File: src/rtl/bin_to_bcd_seq.sv
// bin_to_bcd_seq: sequential binary-to-BCD converter using shift-and-add-3
// (double dabble). It handles one input bit per clock and uses valid/ready
// handshakes on both the input and the output.
// Optional feature: define BIN_TO_BCD_SIGNED_EN to treat Data_Bin as two's
// complement. The magnitude is converted and the sign is reported on Sign.
module bin_to_bcd_seq #(
    parameter int BIN_W = 16,
    parameter int DIG   = 5
) (
    input  logic             Sys_CLK,
    input  logic             Sys_RST,
    input  logic             In_Valid,
    output logic             In_Ready,
    input  logic [BIN_W-1:0] Data_Bin,
    output logic             Out_Valid,
    input  logic             Out_Ready,
    output logic [4*DIG-1:0] Data_BCD,
    output logic             Ovf,
    output logic             Sign
);
    localparam int BCD_W = 4 * DIG;
    localparam int CNT_W = $clog2(BIN_W + 1);

    typedef enum logic [1:0] {IDLE, CONV, DONE} state_t;

    state_t           state;
    logic [BIN_W-1:0] bin_sr;
    logic [BCD_W-1:0] bcd_sr;
    logic [CNT_W-1:0] cnt;
    logic             ovf_q;
    logic             sign_q;

    logic [BCD_W-1:0] bcd_adj;
    logic [BIN_W-1:0] load_val;
    logic             load_sign;

`ifdef BIN_TO_BCD_SIGNED_EN
    // Two's-complement magnitude at full width, so the most negative input becomes 2^(BIN_W-1)
    always_comb begin
        load_sign = Data_Bin[BIN_W-1];
        load_val  = load_sign ? (~Data_Bin + BIN_W'(1)) : Data_Bin;
    end
`else
    // Unsigned operand: load it as-is, sign is always positive
    always_comb begin
        load_sign = 1'b0;
        load_val  = Data_Bin;
    end
`endif

    // Add-3 correction on every digit in parallel, using the pre-correction values
    always_comb begin
        bcd_adj = '0;
        for (int i = 0; i < DIG; i++) begin
            bcd_adj[4*i +: 4] = (bcd_sr[4*i +: 4] >= 4'd5) ? bcd_sr[4*i +: 4] + 4'd3
                                                           : bcd_sr[4*i +: 4];
        end
    end

    // Control FSM and datapath; handshake outputs are registered with the state
    always_ff @(posedge Sys_CLK) begin
        if (Sys_RST) begin
            state     <= IDLE;
            In_Ready  <= 1'b1;
            Out_Valid <= 1'b0;
            bin_sr    <= '0;
            bcd_sr    <= '0;
            cnt       <= '0;
            ovf_q     <= 1'b0;
            sign_q    <= 1'b0;
        end else begin
            case (state)
                IDLE: begin
                    if (In_Valid) begin
                        bin_sr   <= load_val;
                        bcd_sr   <= '0;
                        ovf_q    <= 1'b0;
                        sign_q   <= load_sign;
                        cnt      <= CNT_W'(BIN_W);
                        In_Ready <= 1'b0;
                        state    <= CONV;
                    end
                end
                CONV: begin
                    // Shift {bcd,bin} left. A bit leaving the top digit means the value was truncated.
                    {bcd_sr, bin_sr} <= {bcd_adj[BCD_W-2:0], bin_sr, 1'b0};
                    ovf_q            <= ovf_q | bcd_adj[BCD_W-1];
                    cnt              <= cnt - CNT_W'(1);
                    if (cnt == CNT_W'(1)) begin
                        Out_Valid <= 1'b1;
                        state     <= DONE;
                    end
                end
                DONE: begin
                    // Result stays held until downstream takes it. The BCD register is not cleared here.
                    if (Out_Ready) begin
                        Out_Valid <= 1'b0;
                        In_Ready  <= 1'b1;
                        state     <= IDLE;
                    end
                end
                default: state <= IDLE;
            endcase
        end
    end

    assign Data_BCD = bcd_sr;
    assign Ovf      = ovf_q;
    assign Sign     = sign_q;

endmodule

File: config.mk
export PLATFORM = sky130hd
export DESIGN_NAME = bin_to_bcd_seq
export DESIGN_NICKNAME = d
export VERILOG_FILES = /design/src/rtl/bin_to_bcd_seq.sv
export SDC_FILE = /design/constraint.sdc
export NUM_CORES = 1
export LEC_CHECK = 0
export ABC_AREA = 1
export BUFFER_PORTS_ARGS = -buffer_cell sky130_fd_sc_hd__buf_2
export CORE_MARGIN = 5
export CORE_UTILIZATION = 55
export CTS_CLUSTER_DIAMETER = 80
export DETAILED_ROUTE_END_ITERATION = 10
export GPL_TIMING_DRIVEN = 0
export HOLD_SLACK_MARGIN = 0.1
export PLACE_DENSITY_LB_ADDON = 0.08
export REMOVE_ABC_BUFFERS = 1
export SLEW_MARGIN = 20
export SYNTH_ARGS = -nofsm -noshare
export SYNTH_HDL_FRONTEND = slang
export SYNTH_SLANG_ARGS = --single-unit
File: constraint.sdc
create_clock -name Sys_CLK -period 1.4 [get_ports Sys_CLK]
set_input_delay 0.07 -clock Sys_CLK [delete_from_list [all_inputs] [get_ports Sys_CLK]]
set_output_delay 0.07 -clock Sys_CLK [all_outputs]
set_load 0.02 [all_outputs]
==> results of run 1 <==
## layer usage
layer / up-vias / routed length, µm / share of wire
met2: 39 / 2610 / 0.48
met3: 4 / 201 / 0.037
li1: 1256 / - / -
met4: 0 / 64 / 0.012
met5: - / 0 / 0
met1: 1076 / 2580 / 0.47
## worst max-delay path, stage by stage, from the launching register on
cell	delay (ps)
dfxtp_4	370
inv_1	90
ha_1	180
inv_1	40
nand2_1	110
nand3_1	130
nand2_1	80
nor2_1	50
nor2_1	80
nor2_1	40
## cell type report
type / instances / area, µm² / area share
Timing Repair Buffer: 64 / 430 / 0.145
Sequential cell: 46 / 933 / 0.315
Clock inverter: 3 / 43.8 / 0.0148
Clock buffer: 5 / 68.8 / 0.0232
Inverter: 37 / 146 / 0.0493
Multi-Input combinational cell: 259 / 1280 / 0.431
Tap cell: 52 / 65.1 / 0.0219
## synth_stat cells, drive strengths merged
master  number  area share
ha          12       0.062
clkinv       1      0.0021
nand3       31       0.064
conb         1      0.0016
nor3         1      0.0021
nand4       11       0.029
o211ai       5       0.016
inv         36       0.056
or2          1      0.0026
clkbuf       4      0.0062
nor3b        1      0.0031
o21ai        6       0.012
nand2      126        0.20
buf         10       0.035
a31oi        9       0.023
a21oi       25       0.052
dfxtp       46        0.38
nor2        30       0.050
## report_power, final
part	switching, mW	leakage [nW]	total (mW)	internal [mW]
sequential	0.0390	0.379	1.40	1.36
clock	0.465	0.0585	1.00	0.535
combinational	0.228	0.964	0.381	0.154
## flip-flops by register name, indices dropped and copies added, names as in the netlist
register   count
Out_Valid      1
state          2
Ovf            1
In_Ready       1
cnt            5
Data_BCD      20
bin_sr        16
## logic make-up after synthesis
family                   Yosys count
AO/OA/AOI/OAI                     45
adder cells (fa/ha/maj)           12
buffers and inverters             51
flip-flops                        46
other                              1
AND/OR/NAND/NOR                  201
## per-stage QoR
step / setup TNS (ps) / hold slack [ps]
after floorplan: 0 / 139
after detailed placement: -1560 / 328
after global routing: -18.2 / 227
final: 0 / 219
after CTS: 0 / 217
after global placement: -1900 / 327
## final timing paths
path,startpoint,to,slack (ps),cells past startpoint
max,Data_BCD[0],Data_BCD[4],90,9
min,In_Valid,cnt[0],220,4
max reg2reg,Data_BCD[0],Data_BCD[4],90,9
min reg2reg,Out_Valid,Out_Valid,460,2
## timing repair
| action | in CTS | in global routing |
|---|---|---|
| setup endpoints to repair | 34 | 16 |
| pin swaps | 0 | 2 |
| hold endpoints to repair | 19 | 0 |
| gates resized for setup | 2 | 21 |
| setup buffers | 0 | 5 |
| hold buffers | 17 | 0 |
==> results.md, run 1 <==
* Hold/Removal Path Class: in2reg
* Final worst slack at 92.9 ps
* Post-Syn Area at between 2000 and 2500 µm²
* Total grt overflow at 0
* Placed insts at ~440
* Post-Synth Adder-Cell Area at 0.0623
* VDD IR max at 0.709 mV
* Period minus WS final at ~1300 ps
* Non-filler cells, final at around 470
* Number of I/O pins at between 40 and 50
* Vias in the first global route at between 2000 and 2500
* Pin count of the biggest net entering global routing at between 40 and 50
* Final setup viols at 0
* Avg Synthesized Cell Area at slightly below 7 µm²
* Static Leakage at around 1.4 nW
* Die width at approximately 76 µm
* Startpoint types: flip-flop
* Worst Tran Pin Value at 670 ps
* CP Max Fanout at 6
* Sequential fraction of the synthesis area at 0.382
* Die area at approximately 5800 µm²
* Share of cells above drive strength 1 at 0.200
* Fin nets at ~450
* # rows at 24
* Final Cycle Share at 0.934
* Core area at about 4300 µm²
* Clock-pin slew on the worst setup and hold paths at about 90 ps
* Synth Area in Compound Gates at 0.103
* Final hold vios at 0
* Yosys reg bits at 46
* Most frequent cells in the layout: nand2_1, buf_2, dfxtp_1, inv_1, nor2_1
* Clock tree buffer depth at 2
* CP Class: reg2reg
* WL final at roughly 5500 µm
* Drt first pass iters at 4
* Die Y at ~76 µm
* Initial Utilization at 0.561
* Dpl ws at -90.5 ps
* Mux cell area share after synthesis at 0
* Clock sinks at between 40 and 50
* Input/output buffers at between 40 and 50
* Global Route met3 Usage at 0.0473
* Worst-skew pair later-pin latency at around 300 ps
* Clk_skew at approximately 3.4 ps
* Initial antenna violation count at 0
* Status: finished, final reports clean
* Post-synth cell types at 24
* Slew HR at 0.553
* Max Freq at between 0.7 and 0.8 GHz
* First-pass GRT wire length at slightly above 9000 µm
* Vias/cell at a little over 5
* Routability cong. at about 0.87
* Slew Viols, Final at 0
* Grt met1 use at 0.243
* Final Core Density at 0.691
* DRT iter0 DRCs at 93
* CP endpoint kind: flip-flop
* Layout area overhead at 23.0%
* Drt wl/cell at between 10 and 15 µm
* H-tree levels at 2
* ANT cells at 0
* Final instance area at approximately 3000 µm²
* Simple-Gate Fraction of Synth Area at 0.352
* Largest family of logic cells by synthesized area: simple AND/OR/NAND/NOR gates
* Final ANT Viol Nets at 0
* CTS tree: done
* Worst endpoint data arrival time at about 1500 ps
* Total CTS buffers at 5
* Synth Instances at around 360
* Ys Warns at 0
* Grt met2 use at 0.296
* Max_cap viols at 0
* Post-Synth XOR/XNOR Area at 0
* # fillers at roughly 380
* Total power at 2.78 mW
* Post-DP HPWL at approximately 3400 µm
* Placed inst area at around 2600 µm²
* CTS Root Buffer Type: clkbuf_8
* Worst EP required at between 1500 and 2000 ps
* Busiest grt layer: met2
* Commonest non-fill, non-tap cell in the layout: nand2_1
* Via count at between 2000 and 2500
* Unrepaired setup endpoints after global routing: yes
* # DRC at 0
* Pwr/cell area at about 940 nW/µm²
* Total track usage at 0.185
Note: power is estimated with default switching activity, not from simulation.
==> run 2: changes to the inputs <==
- REMOVE_ABC_BUFFERS: 1 -> not set
==> run 2 against run 1 <==
Non-clock buffer count is 9 higher. Worst hold slack worse by 16 ps. Wire length is 6.4% higher. Maximum frequency is 0.17% lower. Setup slack worse by 2.3 ps. Core utilization is 1.4 points higher. Final cell count is 1.9% higher. Sequential share of layout area is 0.49 points lower. Final area is 2.0% higher. Via count is 4.6% higher. Flip-flop and latch count stayed put. Power is 1.3% lower. Critical path type unchanged. Critical endpoint is now Data_BCD[12].
==> results.md, run 2 (synthesized netlist as in run 1, its figures left out) <==
* Layout area overhead at 25.5%
* Total power at 2.75 mW (-1.3%)
* Post-DP HPWL at 3910 µm (+15%)
* Hold/Removal Path Class: in2reg
* DRT iter0 DRCs at 104 (+12%)
* Status: finished, final reports clean
* Routability cong. at 0.909 (+5.1%)
* Clock tree buffer depth at 2 (unchanged)
* Drt wl/cell at 12.2 µm (+4.4%)
* Die Y at 76.2 µm (unchanged)
* Clock-pin slew on the worst setup and hold paths at 90 ps (about the same)
* CP Max Fanout at 5 (-1)
* Synthesized Nets at 388
* Reg2reg path depth at 9 (unchanged)
* Area of the multi-input gates at 1290 µm² (+0.78%)
* HP Start: In_Valid
* Initial antenna violation count at 0 (unchanged)
* Final hold vios at 0 (unchanged)
* Die width at 76.2 µm (unchanged)
* Core area at 4290 µm² (unchanged)
* WL final at 5800 µm (+6.4%)
* Final instance area at 3030 µm² (+2.0%)
* Slowest CP cell: dfxtp_2
* Startpoint types: flip-flop
* Reg2Reg Setup Slack at 90 ps (about the same)
* Total track usage at 0.198 (+0.0130)
* Initial Utilization at 0.561 (unchanged)
* Total grt overflow at 0 (unchanged)
* # DRC at 0 (unchanged)
* Setup TNS at 0 ps (unchanged)
* Pin count of the biggest net entering global routing at 14 (-68%)
* Total CTS buffers at 5 (unchanged)
* Clock sinks at 46 (unchanged)
* VDD IR max at 1.01 mV (+43%)
* Max_cap viols at 0 (unchanged)
* # fillers at 361 (-5.7%)
* Cell mode on critical path: nor2_1
* Static Leakage at 1.44 nW (+2.9%)
* Slew HR at 0.663 (+0.109)
* Max reg flops at 20 (unchanged)
* Die area at 5810 µm² (unchanged)
* CP endpoint kind: flip-flop
* First-pass GRT wire length at 9920 µm (+7.8%)
* Number of I/O pins at 44 (unchanged)
* Post-CTS Setup Inserts at 0 (unchanged)
* Via count at 2484 (+4.6%)
* Clk_skew at 5.51 ps (+2.09 ps)
* H-tree levels at 2 (unchanged)
* Vias/cell at 5.23 (+2.6%)
* Final Core Density at 0.705 (+0.0137)
* CTS tree: done
* CTS Root Buffer Type: clkbuf_8
* Max Freq at 0.764 GHz (-0.17%)
* Commonest non-fill, non-tap cell in the layout: nand2_1
* Worst-skew pair later-pin latency at 290 ps (about the same)
* Final setup viols at 0 (unchanged)
* Fin nets at 454 (+2.0%)
* Share of cells above drive strength 1 at 0.201 (+0.000463)
* Drt first pass iters at 4 (unchanged)
* Reg-to-reg endpoint: Data_BCD[12]
* Worst endpoint data arrival time at 1480 ps (about the same)
* # rows at 24 (unchanged)
* ANT cells at 0 (unchanged)
* Worst hold endpoint: cnt[0]
* Crit Reg-Reg Startpoint: Data_BCD[8]
* Vias in the first global route at 2272 (+9.3%)
* Placed inst area at 2680 µm² (+3.6%)
* CP Class: reg2reg
* Worst EP required at 1570 ps (about the same)
* Period minus WS final at 1310 ps (+2.28 ps)
* Reg area at 937 µm² (+0.40%)
* Final ANT Viol Nets at 0 (unchanged)
* Hold depth at 4 (unchanged)
* Slew Viols, Final at 0 (unchanged)
* Worst Tran Pin Value at 506 ps (-164 ps)
* Final Cycle Share at 0.935 (+0.00163)
* Crit path largest cell delay at 350 ps (-20 ps)
* Input/output buffers at 41 (-2.4%)
* Most frequent cells in the layout: nand2_1, buf_2, dfxtp_1, inv_1, nor2_1
* Pwr/cell area at 909 nW/µm² (-3.2%)
* CP cell instances: inv_1 -> ha_1 -> inv_1 -> nand2_1 -> nand3_2 -> nand2_1 -> nor2_1 -> nor2_1 -> nor2_1
[run 2: cell count changes in the layout (fill, tap and decap cells not counted), moves of 2 or more]
cell	previous run	this run
nand3_2	3	5
nand3_1	28	26
inv_2	6	4
dfxtp_4	1	3
inv_1	29	32
clkbuf_1	0	4
clkbuf_8	5	8
buf_4	4	6
dfxtp_2	7	4
buf_6	0	3
[run 2: how the worst max path moves through the flow]
stage,endpoint,start,depth (start not counted)
2_1_floorplan,Ovf,Data_BCD[16],9
3_3_place_gp,Data_BCD[4],Data_BCD[0],9
3_5_place_dp,Data_BCD[2],Data_BCD[0],8
4_1_cts,Data_BCD[4],Data_BCD[0],9
5_1_grt,Data_BCD[10],Data_BCD[8],8
6_report,Data_BCD[12],Data_BCD[8],9
[run 2: area by class of cell]
| type | count | share of cell area |
|---|---|---|
| Sequential cell | 46 | 0.310 |
| Inverter | 37 | 0.0463 |
| Multi-Input combinational cell | 259 | 0.426 |
| Buffer | 14 | 0.0327 |
| Clock buffer | 8 | 0.0364 |
| Timing Repair Buffer | 59 | 0.127 |
| Tap cell | 52 | 0.0215 |
[run 2: per-layer routing]
metal  vias to the layer above  global-route usage  share of wire
met5                         -                   0              0
met4                         0              0.0664          0.017
met3                         9              0.0343          0.051
met2                        52               0.343           0.49
met1                      1148               0.247           0.44
li1                       1275                   -              -
[run 2: critical path, delay by kind of cell, from the launching register on]
| family | cells | cell delay [ps] |
|---|---|---|
| adder cells (fa/ha/maj) | 1 | 190 |
| AND/OR/NAND/NOR | 6 | 480 |
| flip-flops | 1 | 350 |
| buffers and inverters | 2 | 170 |
[run 2: repair_timing]
item / CTS / global route
hold endpoints to repair: 19 / 0
hold buffers: 18 / 0
endpoints found under the setup margin: 0 / 16
resized for setup: 0 / 21
[run 2: power by group]
group / leakage [nW] / switching (mW) / total (mW) / internal, mW
Clock: 0.0575 / 0.437 / 0.936 / 0.499
Sequential: 0.379 / 0.0396 / 1.40 / 1.36
Combinational: 1.01 / 0.241 / 0.414 / 0.173
Total: 1.44 / 0.718 / 2.75 / 2.03
[run 2: per-stage QoR]
stage	hold slack, ps	std cells	setup WS (ps)
2_1_floorplan	215	356	39.7
3_3_place_gp	332	449	44.5
3_5_place_dp	334	449	34.4
4_1_cts	199	475	3.36
5_1_grt	216	475	-6.53
6_report	202	475	90.6
